[config.mk]
export PLATFORM = sky130hd
export DESIGN_NAME = alu_cmd_sequencer
export DESIGN_NICKNAME = d
export VERILOG_FILES = /design/src/rtl/alu_pkg.sv /design/src/rtl/alu_cmd_fifo.sv /design/src/rtl/alu_cmd_sequencer.sv
export SDC_FILE = /design/constraint.sdc
export NUM_CORES = 1
export LEC_CHECK = 0
export ABC_AREA = 1
export CAP_MARGIN = 20
export CORE_MARGIN = 2
export CORE_UTILIZATION = 35
export CTS_BUF_LIST = sky130_fd_sc_hd__clkbuf_4
export CTS_CLUSTER_DIAMETER = 40
export DETAILED_ROUTE_END_ITERATION = 10
export GPL_TIMING_DRIVEN = 0
export HOLD_SLACK_MARGIN = 0.12
export PLACE_DENSITY = 0.54
export SYNTH_ARGS = -nofsm -noshare
export SYNTH_HDL_FRONTEND = slang
export SYNTH_SLANG_ARGS = --single-unit
[constraint.sdc]
create_clock -name clk -period 2.25 [get_ports clk]
set_input_delay 0.225 -clock clk [delete_from_list [all_inputs] [get_ports clk]]
set_output_delay 0.225 -clock clk [all_outputs]
set_load 0.005 [all_outputs]
[src/rtl/alu_pkg.sv]
`default_nettype none
// ============================================================================
// Module   : alu_pkg
// Brief    : Shared widths, opcode encoding and command type for the 4-bit
//            ALU and its command sequencer.
// Revision : 1.0  initial release
// ============================================================================
package alu_pkg;

    localparam int ALU_DATA_W = 4;
    localparam int ALU_OP_W   = 3;

    typedef enum logic [ALU_OP_W-1:0] {
        OP_ADD = 3'd0,
        OP_SUB = 3'd1,
        OP_AND = 3'd2,
        OP_OR  = 3'd3,
        OP_XOR = 3'd4,
        OP_SHL = 3'd5,
        OP_SHR = 3'd6,
        OP_GT  = 3'd7
    } alu_op_e;

    typedef struct packed {
        logic [ALU_DATA_W-1:0] a;
        logic [ALU_DATA_W-1:0] b;
        alu_op_e               op;
    } alu_cmd_t;

endpackage
`default_nettype wire

[src/rtl/alu_cmd_fifo.sv]
`default_nettype none
// ============================================================================
// Module   : alu_cmd_fifo
// Brief    : Synchronous FIFO of ALU commands. Head is read combinationally
//            and forced to zero when empty. Push when full and pop when empty
//            are ignored.
// Revision : 1.0  initial release
// ============================================================================
module alu_cmd_fifo
    import alu_pkg::*;
#(
    parameter int DEPTH = 4
) (
    input  logic     clk,
    input  logic     rst_n,
    input  logic     push,
    input  alu_cmd_t push_cmd,
    input  logic     pop,
    output alu_cmd_t head,
    output logic     full,
    output logic     empty
);

    localparam int                c_PTR_W = $clog2(DEPTH);
    localparam logic [c_PTR_W:0]  c_FULL  = (c_PTR_W+1)'(DEPTH);

    alu_cmd_t              r_mem [DEPTH];
    logic [c_PTR_W-1:0]    r_wr_ptr;
    logic [c_PTR_W-1:0]    r_rd_ptr;
    logic [c_PTR_W:0]      r_count;
    logic                  w_do_push;
    logic                  w_do_pop;

    assign full      = (r_count == c_FULL);
    assign empty     = (r_count == '0);
    assign w_do_push = push & ~full;
    assign w_do_pop  = pop & ~empty;
    assign head      = empty ? '0 : r_mem[r_rd_ptr];

    // Storage write; contents need no reset because the head is masked when empty
    always_ff @(posedge clk) begin
        if (w_do_push) begin
            r_mem[r_wr_ptr] <= push_cmd;
        end
    end

    // Pointers wrap naturally at DEPTH (power of two); count tracks occupancy
    always_ff @(posedge clk or negedge rst_n) begin
        if (!rst_n) begin
            r_wr_ptr <= '0;
            r_rd_ptr <= '0;
            r_count  <= '0;
        end else begin
            if (w_do_push) begin
                r_wr_ptr <= r_wr_ptr + 1'b1;
            end
            if (w_do_pop) begin
                r_rd_ptr <= r_rd_ptr + 1'b1;
            end
            case ({w_do_push, w_do_pop})
                2'b10:   r_count <= r_count + 1'b1;
                2'b01:   r_count <= r_count - 1'b1;
                default: r_count <= r_count;
            endcase
        end
    end

endmodule
`default_nettype wire

[src/rtl/alu_cmd_sequencer.sv]
`default_nettype none
// ============================================================================
// Module   : alu_cmd_sequencer
// Brief    : Issue stage for the 4-bit ALU. Queues {a,b,op} commands, drives
//            the FIFO head to the ALU, registers result/zero/op into a
//            one-deep output slot and counts delivered zero results
//            (saturating at 255).
// Revision : 1.0  initial release
// ============================================================================
module alu_cmd_sequencer
    import alu_pkg::*;
#(
    parameter int DATA_W = ALU_DATA_W,
    parameter int OP_W   = ALU_OP_W,
    parameter int DEPTH  = 4
) (
    input  logic              clk,
    input  logic              rst_n,
    input  logic              in_valid,
    output logic              in_ready,
    input  logic [DATA_W-1:0] in_a,
    input  logic [DATA_W-1:0] in_b,
    input  logic [OP_W-1:0]   in_op,
    output logic [DATA_W-1:0] alu_a,
    output logic [DATA_W-1:0] alu_b,
    output logic [OP_W-1:0]   alu_op,
    output logic              alu_rst,
    input  logic [DATA_W-1:0] alu_result,
    input  logic              alu_zero,
    output logic              out_valid,
    input  logic              out_ready,
    output logic [DATA_W-1:0] out_result,
    output logic              out_zero,
    output logic [OP_W-1:0]   out_op,
    output logic [7:0]        zero_cnt
);

    alu_cmd_t          w_push_cmd;
    alu_cmd_t          w_head;
    logic              w_full;
    logic              w_empty;
    logic              w_push;
    logic              w_fire;
    logic              w_deliver;

    logic              r_out_valid;
    logic [DATA_W-1:0] r_out_result;
    logic              r_out_zero;
    logic [OP_W-1:0]   r_out_op;
    logic [7:0]        r_zero_cnt;

    // Full FIFO refuses input even if the slot drains this cycle
    assign in_ready  = ~w_full;
    assign w_push    = in_valid & ~w_full;
    assign w_fire    = ~w_empty & (~r_out_valid | out_ready);
    assign w_deliver = r_out_valid & out_ready;

    // Pack incoming fields into the command type
    always_comb begin
        w_push_cmd    = '0;
        w_push_cmd.a  = in_a;
        w_push_cmd.b  = in_b;
        w_push_cmd.op = alu_op_e'(in_op);
    end

    alu_cmd_fifo #(
        .DEPTH (DEPTH)
    ) u_fifo (
        .clk      (clk),
        .rst_n    (rst_n),
        .push     (w_push),
        .push_cmd (w_push_cmd),
        .pop      (w_fire),
        .head     (w_head),
        .full     (w_full),
        .empty    (w_empty)
    );

    assign alu_a   = w_head.a;
    assign alu_b   = w_head.b;
    assign alu_op  = w_head.op;
    assign alu_rst = w_empty;

    // Output slot: capture on fire, otherwise drop valid once delivered
    always_ff @(posedge clk or negedge rst_n) begin
        if (!rst_n) begin
            r_out_valid  <= 1'b0;
            r_out_result <= '0;
            r_out_zero   <= 1'b0;
            r_out_op     <= '0;
        end else if (w_fire) begin
            r_out_valid  <= 1'b1;
            r_out_result <= alu_result;
            r_out_zero   <= alu_zero;
            r_out_op     <= w_head.op;
        end else if (w_deliver) begin
            r_out_valid  <= 1'b0;
        end
    end

    // Count delivered zero results, holding at 255
    always_ff @(posedge clk or negedge rst_n) begin
        if (!rst_n) begin
            r_zero_cnt <= '0;
        end else if (w_deliver && r_out_zero && (r_zero_cnt != 8'hFF)) begin
            r_zero_cnt <= r_zero_cnt + 8'd1;
        end
    end

    assign out_valid  = r_out_valid;
    assign out_result = r_out_result;
    assign out_zero   = r_out_zero;
    assign out_op     = r_out_op;
    assign zero_cnt   = r_zero_cnt;

endmodule
`default_nettype wire

**After elaboration in Yosys (flattened, before gate mapping)**

Memories as Yosys holds them, arrays and structs flattened.
Cells that the tools add are included.

- Register bits after elaboration: 24
- Latch bits: 0
- Bits in writable memories: 44
- ROM bits: 0
- Memories: 1

- Add/sub/neg operators: 5
- Multiply operators: 0
- Div/mod/pow operators: 0
- Order comparisons: 0
- Equality and inequality tests: 4
- Shift operators: 0
- Multiplexer cells: 6
- Bitwise gates (word level): 9
- Reductions and logical operators: 5

Memories:

| memory | words | width | rd ports | clocked after memory_dff | wr ports | line | RTL |
|---|---|---|---|---|---|---|---|
| u_fifo.r_mem | 4 | 11 | 1 | 0 | 1 | alu_cmd_fifo.sv:27 | `alu_cmd_t r_mem [DEPTH];` |

Operator list:

| cell | number |
|---|---|
| 2-to-1 mux 11 bit | 1 |
| adder 8 x 1 -> 8 bit, second input constant | 1 |
| != test 8 bit, second input constant | 1 |
| one-hot mux 3 bit (2 select lines) | 1 |
| AND 1 bit | 5 |
| adder 2 x 1 -> 2 bit, second input constant | 2 |
| 2-to-1 mux 1 bit | 4 |
| nonzero test 2 bit | 2 |
| adder 3 x 1 -> 3 bit, second input constant | 1 |
| == test 3 bit, second input constant | 1 |
| logical NOT 3 bit | 1 |
| NOT 1 bit | 3 |
| subtractor 3 x 1 -> 3 bit, second input constant | 1 |
| == test 2 x 1 -> 1 bit, second input constant | 1 |
| == test 2 bit, second input constant | 1 |
| logical AND 1 bit | 2 |
| OR 1 bit | 1 |

**Longest topological paths before layout**

Gate-level depths: netlist of run 1.

- Depth after elaboration: 6
- Depth in mapped cells: 11
- Gate-level depth less buffers: 11

**By module**

From an unflattened synthesis of run 1, not the netlist that was laid out.

- Cells, all modules: 339
- Area, all modules: 3263.1 um^2

Modules (own cells, without submodules):

| module | times used | cells each | area each (um^2) | sequential area each (um^2) |
|---|---|---|---|---|
| alu_cmd_fifo | 1 | 232 | 2444.8 | 1496.4 |
| alu_cmd_sequencer | 1 | 107 | 818.3 | 425.4 |

**Worst setup path after synthesis of run 1**

OpenSTA, ideal clock, no wires.

- Kind: register to register
- From: reg u_fifo.r_count[0]
- To: reg u_fifo.r_count[2]
- Arrival time: 1.797 ns
- Required time: 2.171 ns
- Slack: 0.374 ns
- Cell stages (with the launch flop): 10
- Buffers on the path: 0
- Clock period less this slack: 1.876 ns
- Path through: dfrtp_1 inv_2 nand3_1 nand2_2 ha_1 inv_1 fa_1 or2_2 nand2_1 xor2_1

- Longest elaborated chain between the ends: 6

RTL lines:

| what | line | RTL |
|---|---|---|
| start: declaration | alu_cmd_fifo.sv:30 | `logic [c_PTR_W:0] r_count;` |
| start signal: assignment | alu_cmd_fifo.sv:61 | `2'b10: r_count <= r_count + 1'b1;` |
| start signal: assignment | alu_cmd_fifo.sv:62 | `2'b01: r_count <= r_count - 1'b1;` |
| start signal: assignment | alu_cmd_fifo.sv:63 | `default: r_count <= r_count;` |
| == test 3 bit * | alu_cmd_fifo.sv:34 | `assign full = (r_count == c_FULL);` |
| NOT 1 bit * | -- |  |
| net in_ready | alu_cmd_sequencer.sv:20 | `output logic in_ready,` |
| AND 1 bit | alu_cmd_sequencer.sv:54 | `assign w_push = in_valid & ~w_full;` |
| AND 1 bit * | alu_cmd_fifo.sv:36 | `assign w_do_push = push & ~full;` |
| == test 2 x 1 -> 1 bit or == test 2 bit (tied branches) | alu_cmd_fifo.sv:60 | `case ({w_do_push, w_do_pop})` |
| one-hot mux 3 bit (2 select lines) or nonzero test 2 bit (tied branches) | -- |  |

Mark *: on every way through the listed nets, which the timed path passes. The rest lies on a longest branch.
A chain may end at the register's enable or synchronous reset.

**Final worst setup path of run 1**

- From: reg u_fifo.r_rd_ptr[0]
- To: out alu_op[2]

- Longest elaborated chain between the ends: 2

RTL lines:

| what | line | RTL |
|---|---|---|
| start: declaration | alu_cmd_fifo.sv:29 | `logic [c_PTR_W-1:0] r_rd_ptr;` |
| start signal: assignment | alu_cmd_fifo.sv:58 | `r_rd_ptr <= r_rd_ptr + 1'b1;` |
| memory (4 x 11 bit) | -- |  |
| 2-to-1 mux 11 bit | alu_cmd_fifo.sv:38 | `assign head = empty ? '0 : r_mem[r_rd_ptr];` |
| end: declaration | alu_cmd_sequencer.sv:26 | `output logic [OP_W-1:0] alu_op,` |

No other way between the ends.

==> impl_metrics.ini, run 1 <==
[run_status]
status = finished, final reports clean

[placement]
placement.io_buffers = 49
place_ws_ns = -0.02973
gp_congestion = 0.7263
dp_hpwl_mm = 4.304
dpl_cell_area_sq_mm = 0.003633

[clock_tree]
h-tree-depth = 3
cts_sinks = 68
clk_transition_reported_paths_ns = 0.12
clockBufferDepth = 2
ctsHoldBuffers = 0
cts_tree = done
cts_root_buf = clkbuf_4
clk_latency_ns = 0.40
cts_buffers = 9

[timing]
clock_skew_ns = 0.01933
slew_viol_final = 0
hold_viol = 0
min_period_over_period_pct = 94.66
fin_ws_ns = 0.1202
whs_ns = 0.1552
setup-tns-final_ns = 0
slew_headroom_pct = 56.81
tightest_slew_ns = 0.6454
rsz0062_at_grt = false
min_period_ns = 2.130
clock.fmax_mhz = 469.5
final-setup-viol-count = 0

[setup_path]
crit_slowest_cell = clkdlybuf4s50_1
worstReg2RegStart = u_fifo.r_count[0]
critical_path_peak_fanout = 10
arrival_ns = 1.90
criticalPathCategory = reg2out
cp.required_ns = 2.03
worstRegToRegCells = 9
crit_chain = inv_4, buf_8, nand2_1, nand3_1, nand2_1, nor2_1, clkdlybuf4s50_1
r2r_slack_ns = 0.20
reg2reg_to = u_fifo.r_count[2]
worst_setup_path_start_kind = register
slowest_delay_ns = 0.50
crit_top_cell = nand2_1
cp-end-kind = output pin

[synth]
synth-simple-area-share_pct = 19.96
synthArstFlopShare_pct = 35.29
yosysWarnings = 0
synth_area_leaders = edfxtp_1 45%, dfrtp_1 20%, nand2_1 7.1%
synth_edf_count = 44
seq_area_frac_synth_pct = 64.81
synth_flop_cell = edfxtp_1
synth_top_area_share_pct = 44.56
synth.most_common_cell = nand2_1
avgSynthCellArea_sq_um = 10.67
synth_compound_area_share_pct = 5.865
synth_xor_area_share_pct = 1.477
synth_top_family_by_area = simple AND/OR/NAND/NOR gates
syn_nets = 305
syn_inst = 278
synth-seq-cells = 68
netlist_area_sq_mm = 0.002965
ys_types = 28
synth_top_cells_by_count = 56 x nand2_1, 45 x nor2_1, 44 x edfxtp_1
synth_top_area_cell = edfxtp_1
synthAdderAreaFrac_pct = 3.207
synth.area.mux_share_pct = 0

[global_routing]
grt_pass1_vias = 2047
grt_first_pass_wirelength_mm = 10.02
use_met1_pct = 18.83
antenna_found_initial = 0
grt_start_max_net_pins = 17
grt-busiest-layer = met2
use_met3_pct = 2.897
grt_util_met2_pct = 24.13
grt_usage_pct = 14.73
grt_overflow = 0

[route]
drc_errors = 0
drt-pass1-iter-count = 6
drtAntennaViolNets = 0
wl_per_cell_um = 13.92
drt_iter0_markers = 71
num_vias = 2099
routed_wl_mm = 6.362
viasPerCell = 4.593

[power]
p_leak_nw = 1.663
share_comb_of_total_power_pct = 43.4
powerDensity_mw_per_mm2 = 1274
internal_power_mw = 3.200
total_power_mw = 4.963
ir_drop_mv = 0.5226
power_frac_clock_pct = 18.4
power_frac_seq_pct = 38.3
switching_share_pct = 35.53
switching_power_mw = 1.763

[cells_and_area]
n_fill_cell = 786
diodes = 0
drive_above_1_share_pct = 15.34
syn_to_final_growth_pct = 31.39
final_design_area_no_fill_sq_mm = 0.003896
final_nets = 374

[flow_run]
drv_cap = 0

[floorplanning]
start_util_pct = 36.09
die_x_um = 96.05
core_area_sq_mm = 0.008217
die-area_sq_mm = 0.009225
ios = 50
die_height_um = 96.05
row_count = 33

[hold_path]
hold_path.class = in2async
-- state kept, by name (all words and copies together) (netlist names) --
signal,count
out_zero,1
u_fifo.r_count,3
u_fifo.r_rd_ptr,2
u_fifo.r_mem,44
u_fifo.r_wr_ptr,2
out_op,3
out_valid,1
out_result,4
zero_cnt,8
-- worst max-delay path, delay by kind of cell, from the launching register on --
kind,cells,cell delay (ns)
buffers and inverters,3,0.74
DFF,1,0.48
and+or+nand+nor,4,0.30
-- how the worst max path moves through the flow --
| stage | from | endpoint | depth (start not counted) |
|---|---|---|---|
| CTS | u_fifo.r_rd_ptr[1] | alu_a[3] | 6 |
| finish | u_fifo.r_rd_ptr[0] | alu_op[2] | 7 |
| floorplan | u_fifo.r_count[0] | u_fifo.r_count[2] | 9 |
| global placement | out_ready | u_fifo.r_count[2] | 11 |
| global route | u_fifo.r_rd_ptr[1] | alu_b[2] | 6 |
| detailed placement | out_ready | u_fifo.r_count[2] | 11 |
-- logic make-up after synthesis --
family          Yosys count
buf+inv                  30
fa+ha+maj                 7
simple gates            134
compound gates           34
xor+xnor                  5
flops                    68
-- layout make-up --
class                      instances  area [sq um]  share of cell area, %
inverter                          22         85.08                  2.184
multi-input combinational        180         918.4                  23.57
sequential                        68          1923                  49.36
clock buffer                       9         67.56                  1.734
clock inverter                     7         98.84                  2.537
tap                              105         131.4                  3.372
timing repair buffer              58         601.8                  15.45
buffer                             8         70.07                  1.798
-- placed cells by master, fill, tap and decap left out, drive strengths merged, types with 2 or more instances in the layout --
cell	n
xnor2	2
ha	6
edfxtp	44
clkdlybuf4s50	41
nand3	18
nand4	2
nor2	49
buf	17
clkbuf	9
clkinv	3
o21ai	23
dfrtp	24
inv	23
bufinv	2
dlymetal6s2s	8
nand2	62
xor2	3
a21oi	11
-- power groups by stage --
stage          sequential [mW]  clock, mW  combinational [mW]
2_1_floorplan             1.89          0                1.11
3_3_place_gp              1.91          0                2.06
3_5_place_dp              1.92          0                2.10
4_1_cts                   1.89      0.945                2.16
5_1_grt                   1.94      0.995                2.43
6_report                  1.90      0.911                2.15
-- stage by stage --
step / util (%) / std cells
2_1_floorplan: - / 278
3_5_place_dp: 44.22 / 435
4_1_cts: 46.47 / 452
6_report: 47.42 / 457
5_1_grt: 47.42 / 457
3_3_place_gp: 43.66 / 432
-- layer usage --
metal  vias up  wire, um
met5         -         0
li1       1066         -
met3         8       311
met2        61      2966
met1       964      2975
met4         0       109
-- repair_timing --
action / in CTS / in global routing
endpoints found under the setup margin: 12 / 12
gates resized for setup: 6 / 14
setup buffers: 1 / 3
pin swaps: 0 / 1
hold endpoints to repair: 0 / 0
(Power assumes the default switching activity.)
==> run 2: changes to the inputs <==
--- a/config.mk
+++ b/config.mk
@@ -8,13 +8,14 @@
 export ABC_AREA = 1
 export CAP_MARGIN = 20
 export CORE_MARGIN = 2
-export CORE_UTILIZATION = 35
+export CORE_UTILIZATION = 55
 export CTS_BUF_LIST = sky130_fd_sc_hd__clkbuf_4
 export CTS_CLUSTER_DIAMETER = 40
 export DETAILED_ROUTE_END_ITERATION = 10
 export GPL_TIMING_DRIVEN = 0
 export HOLD_SLACK_MARGIN = 0.12
-export PLACE_DENSITY = 0.54
+export PLACE_DENSITY = 0.79
+export SKIP_CTS_REPAIR_TIMING = 1
 export SYNTH_ARGS = -nofsm -noshare
 export SYNTH_HDL_FRONTEND = slang
 export SYNTH_SLANG_ARGS = --single-unit
==> run 2 against run 1 <==
  * Clock power down 25%
  * Via count up 2.1%
  * First-iteration DRC count up 55%
  * Non-clock buffer count down 5
  * Largest power group unchanged
==> impl_metrics.ini, run 2 (synthesized netlist as in run 1, its figures left out) <==
[run_status]
status = finished, final reports clean

[floorplanning]
row_count = 26
core_area_sq_mm = 0.005140
ios = 50
start_util_pct = 57.69
die_x_um = 77.43
die-area_sq_mm = 0.005995
die_height_um = 77.43

[power]
p_leak_nw = 1.574
ir_drop_mv = 0.7349
powerDensity_mw_per_mm2 = 1254
total_power_mw = 4.702

[route]
viasPerCell = 5.139
drc_errors = 0
drt_iter0_markers = 110
num_vias = 2143
routed_wl_mm = 5.942
drt-pass1-iter-count = 4
drtAntennaViolNets = 0
wl_per_cell_um = 14.25

[setup_path]
worstReg2RegStart = u_fifo.r_count[1]
arrival_ns = 1.95
cp-end-kind = output pin
crit_slowest_cell = clkdlybuf4s50_1
worst_setup_path_start_kind = register
cp.required_ns = 2.03
critical_path_peak_fanout = 10
slowest_delay_ns = 0.52
criticalPathCategory = reg2out
worstRegToRegCells = 10
reg2reg_to = u_fifo.r_count[2]
crit_chain = inv_1, buf_4, nor2_1, o21ai_1, a21oi_1, clkdlybuf4s50_1
r2r_slack_ns = 0.16

[timing]
hold_viol = 0
slew_viol_final = 0
whs_ns = 0.3644
min_period_ns = 2.177
final-setup-viol-count = 0
clock_skew_ns = 0.01254
tightest_slew_ns = 1.054
min_period_over_period_pct = 96.75
clock.fmax_mhz = 459.4
slew_headroom_pct = 29.47
rsz0062_at_grt = true

[global_routing]
grt_overflow = 0
grt_usage_pct = 21.12
grt_first_pass_wirelength_mm = 9.487
grt_start_max_net_pins = 25
antenna_found_initial = 0
grt_pass1_vias = 2060

[flow_run]
drv_cap = 0

[cells_and_area]
largest_reg_flops = 44
drive_above_1_share_pct = 13.83
diodes = 0
n_fill_cell = 378
stdcell_count = 417
final_common_cell = nand2_1
layout_common_cells = 56 x nand2_1, 45 x clkdlybuf4s50_1, 44 x nor2_1, 44 x edfxtp_1, 22 x dfrtp_1
post-route-util_pct = 72.96
final_nets = 369
syn_to_final_growth_pct = 26.46
top_register = u_fifo.r_mem

[placement]
placement.io_buffers = 49
dp_hpwl_mm = 3.909
gp_congestion = 0.7542
dp_cells = 397

[hold_path]
hold_path.class = in2reg
min_to = out_result[1]
hold_depth = 3
min_from = alu_result[1]

[clock_tree]
clockBufferDepth = 2
cts_sinks = 68
cts_tree = done
clk_transition_reported_paths_ns = 0.10
h-tree-depth = 3
clk_latency_ns = 0.40
cts_buffers = 9
cts_root_buf = clkbuf_4
==> run 2: cell types whose count changed in the layout (fill, tap and decap cells not counted), moves of 2 or more <==
cell,change
buf_4,-4
bufinv_16,-2
clkbuf_4,+6
clkdlybuf4s50_1,+4
clkinv_4,-2
dlymetal6s2s_1,-4
==> run 2: cell type report <==
class	instances	area, sq um	share of cell area [%]
well taps	70	87.58	2.336
repair buffers	53	550.5	14.68
multi-input cells	180	917.1	24.46
flip-flops and latches	68	1924	51.32
clock inverters	1	3.754	0.1001
plain buffers	8	68.82	1.835
inverters	22	85.08	2.269
clock buffers	15	112.6	3.003
==> run 2: per-layer routing <==
metal | up-vias | part of all wire [%] | GRT usage, %
met3 | 14 | 7.8 | 5.465
met4 | 0 | 1.6 | 9.464
met2 | 85 | 50 | 36.35
met1 | 990 | 41 | 25.00
met5 | - | 0 | 0
li1 | 1054 | - | -
==> run 2: power by group <==
group	internal (mW)	switching [mW]
combinational	1.03	1.09
sequential	1.69	0.217
clock	0.301	0.381
==> run 2: stage by stage <==
stage | cell area (sq um) | TNS [ns] | setup slack, ns
finish | 3750 | 0 | 0.07309
global route | 3750 | -0.04310 | -0.01808
CTS | 3660 | -1.115 | -0.1469
detailed placement | 3543 | -0.06734 | -0.06734
global placement | 3543 | 0 | 0.01059
floorplan | 2965 | 0 | 0.3736
==> run 2: critical path, delay by kind of cell (launching register included) <==
kind | cells | cell delay, ns
compound gates | 2 | 0.20
buf+inv | 3 | 0.82
flops | 1 | 0.43
simple gates | 1 | 0.10
==> run 2: worst max path at each step <==
stage	slack (ns)	from	endpoint
3_3_place_gp	0.01	out_ready	u_fifo.r_count[2]
3_5_place_dp	-0.07	out_ready	u_fifo.r_count[2]
5_1_grt	-0.02	u_fifo.r_rd_ptr[1]	alu_b[1]
2_1_floorplan	0.37	u_fifo.r_count[0]	u_fifo.r_count[2]
4_1_cts	-0.15	u_fifo.r_rd_ptr[1]	alu_b[0]
6_report	0.07	u_fifo.r_rd_ptr[1]	alu_b[1]
==> run 3: changes to the inputs <==
--- a/config.mk
+++ b/config.mk
@@ -8,13 +8,13 @@
 export ABC_AREA = 1
 export CAP_MARGIN = 20
 export CORE_MARGIN = 2
-export CORE_UTILIZATION = 55
+export CORE_UTILIZATION = 49
 export CTS_BUF_LIST = sky130_fd_sc_hd__clkbuf_4
 export CTS_CLUSTER_DIAMETER = 40
 export DETAILED_ROUTE_END_ITERATION = 10
 export GPL_TIMING_DRIVEN = 0
 export HOLD_SLACK_MARGIN = 0.12
-export PLACE_DENSITY = 0.79
+export PLACE_DENSITY = 0.74
 export SKIP_CTS_REPAIR_TIMING = 1
 export SYNTH_ARGS = -nofsm -noshare
 export SYNTH_HDL_FRONTEND = slang
==> constraint.sdc (replaced) <==
create_clock -name clk -period 1.95 [get_ports clk]
set_input_delay 0.195 -clock clk [delete_from_list [all_inputs] [get_ports clk]]
set_output_delay 0.195 -clock clk [all_outputs]
set_load 0.005 [all_outputs]
==> run 3 against run 2 <==
  * The run now ends with setup timing left
  * Die area is 12% higher
  * Sequential power is 14% higher
  * First-iteration DRC count is 41% higher
  * Worst hold slack worse by 0.047 ns
  * Critical endpoint is now alu_a[1]
  * Largest cell class unchanged
  * Highest routed layer unchanged
==> impl_metrics.ini, run 3 (synthesized netlist as in run 1, its figures left out) <==
[run_status]
status = finished, violations left
violations = setup timing

[power]
power_frac_seq_pct = 35.4
power_frac_clock_pct = 17.1
internal_power_mw = 3.965
switching_power_mw = 2.203
switching_share_pct = 35.72
ir_drop_mv = 0.8091
share_comb_of_total_power_pct = 47.5
p_leak_nw = 1.781
powerDensity_mw_per_mm2 = 1515

[timing]
slew_headroom_pct = 26.92
rsz0062_at_grt = true
min_period_over_period_pct = 100.9
hold_viol = 0
slew_viol_final = 0
clock_skew_ns = 0.01776
final-setup-viol-count = 1
fin_ws_ns = -0.01723
min_period_ns = 1.967
whs_ns = 0.3172
clock.fmax_mhz = 508.3
tightest_slew_ns = 1.092

[setup_path]
cp.required_ns = 1.75
arrival_ns = 1.77
critical_path_peak_fanout = 9
criticalPathCategory = reg2out
worstRegToRegCells = 9
worst_setup_path_start_kind = register
cp-end-kind = output pin

[route]
routed_wl_mm = 6.869
drc_errors = 0
wl_per_cell_um = 15.47
drtAntennaViolNets = 0
drt_iter0_markers = 155
drt-pass1-iter-count = 4
viasPerCell = 5.119
num_vias = 2273

[floorplanning]
row_count = 28
die_height_um = 81.79
die_x_um = 81.79
ios = 50
core_area_sq_mm = 0.005886
start_util_pct = 50.38
die-area_sq_mm = 0.006690

[cells_and_area]
largest_reg_flops = 44
final_common_cell = nand2_1
top_register = u_fifo.r_mem
syn_to_final_growth_pct = 37.26
layout_common_cells = 56 x nand2_1, 44 x edfxtp_1, 38 x nor2_1
diodes = 0
final_nets = 391
stdcell_count = 444
drive_above_1_share_pct = 22.76

[clock_tree]
cts_sinks = 68
cts_root_buf = clkbuf_4
cts_buffers = 9
h-tree-depth = 3
clockBufferDepth = 2
clk_transition_reported_paths_ns = 0.11
clk_latency_ns = 0.42
cts_tree = done

[hold_path]
hold_path.class = in2reg
hold_depth = 3

[global_routing]
grt_overflow = 0
grt_first_pass_wirelength_mm = 9.922
grt_usage_pct = 20.59
grt_start_max_net_pins = 25
grt_pass1_vias = 2106
antenna_found_initial = 0

[placement]
placement.io_buffers = 49
dp_hpwl_mm = 4.149
place_ws_ns = -0.3280
dp_cells = 402
gp_congestion = 0.7659

[flow_run]
drv_cap = 0
-- run 3: changes by cell type in the layout (fill, tap and decap cells not counted), moves of 2 or more --
cell | previous run | this run
nor2_1 | 44 | 38
bufinv_16 | 0 | 2
buf_4 | 6 | 23
dlymetal6s2s_1 | 4 | 10
clkinvlp_4 | 0 | 2
clkbuf_4 | 15 | 10
nand3_2 | 0 | 2
clkdlybuf4s50_1 | 45 | 37
nand3_1 | 18 | 16
buf_8 | 0 | 3
clkbuf_2 | 0 | 2
nor2_2 | 4 | 10
-- run 3: cell type report --
class                   count  area [sq um]
flip-flops and latches     68          1924
fillers                   445          1815
multi-input cells         180         962.2
repair buffers             75         744.5
well taps                  75         93.84
plain buffers               8         91.34
inverters                  22         90.09
clock inverters             6         88.84
clock buffers              10         75.07
-- run 3: path summary, 6_finish.rpt --
check                                         from           endpoint  slack (ns)
worst max register to register   u_fifo.r_count[1]  u_fifo.r_count[2]        0.02
min in group asynchronous                    rst_n          out_op[0]        0.54
worst max-delay path            u_fifo.r_rd_ptr[0]           alu_a[1]       -0.02
max in group asynchronous                    rst_n        zero_cnt[0]        0.99
worst min-delay path                 alu_result[2]      out_result[2]        0.32
worst min register to register       out_result[1]      out_result[1]        0.49
-- run 3: power by group through the flow --
stage / combinational, mW / clock [mW] / sequential, mW
after global routing: 3.22 / 1.14 / 2.23
after floorplan: 1.28 / 0 / 2.18
after detailed placement: 2.39 / 0 / 2.21
after global placement: 2.31 / 0 / 2.20
after CTS: 2.40 / 1.07 / 2.18
final: 2.93 / 1.05 / 2.18
-- run 3: critical path, stage by stage, from the launching register on --
cell            delay [ns]
dfrtp_2               0.48
buf_8                 0.16
buf_4                 0.11
buf_4                 0.10
nor2_1                0.03
nor2_1                0.09
o21ai_1               0.07
a21oi_1               0.16
dlymetal6s2s_1        0.15
-- run 3: per-stage QoR --
| stage | area [sq um] | TNS [ns] | power, mW | util, % |
|---|---|---|---|---|
| after floorplan | 2965 | 0 | 3.461 | - |
| after global placement | 3550 | -4.094 | 4.513 | 60.31 |
| after detailed placement | 3550 | -4.627 | 4.601 | 60.31 |
| after CTS | 3714 | -6.419 | 5.654 | 63.10 |
| after global routing | 4070 | -0.3852 | 6.586 | 69.15 |
| final | 4070 | -0.01723 | 6.168 | 69.15 |
-- run 3: per-layer routing --
layer / vias to the layer above / GRT usage, % / wire length [um]
li1: 1095 / - / -
met1: 1095 / 26.23 / 2944
met2: 72 / 33.01 / 3413
met3: 11 / 5.165 / 412
met4: 0 / 9.833 / 98
met5: - / 0 / 0
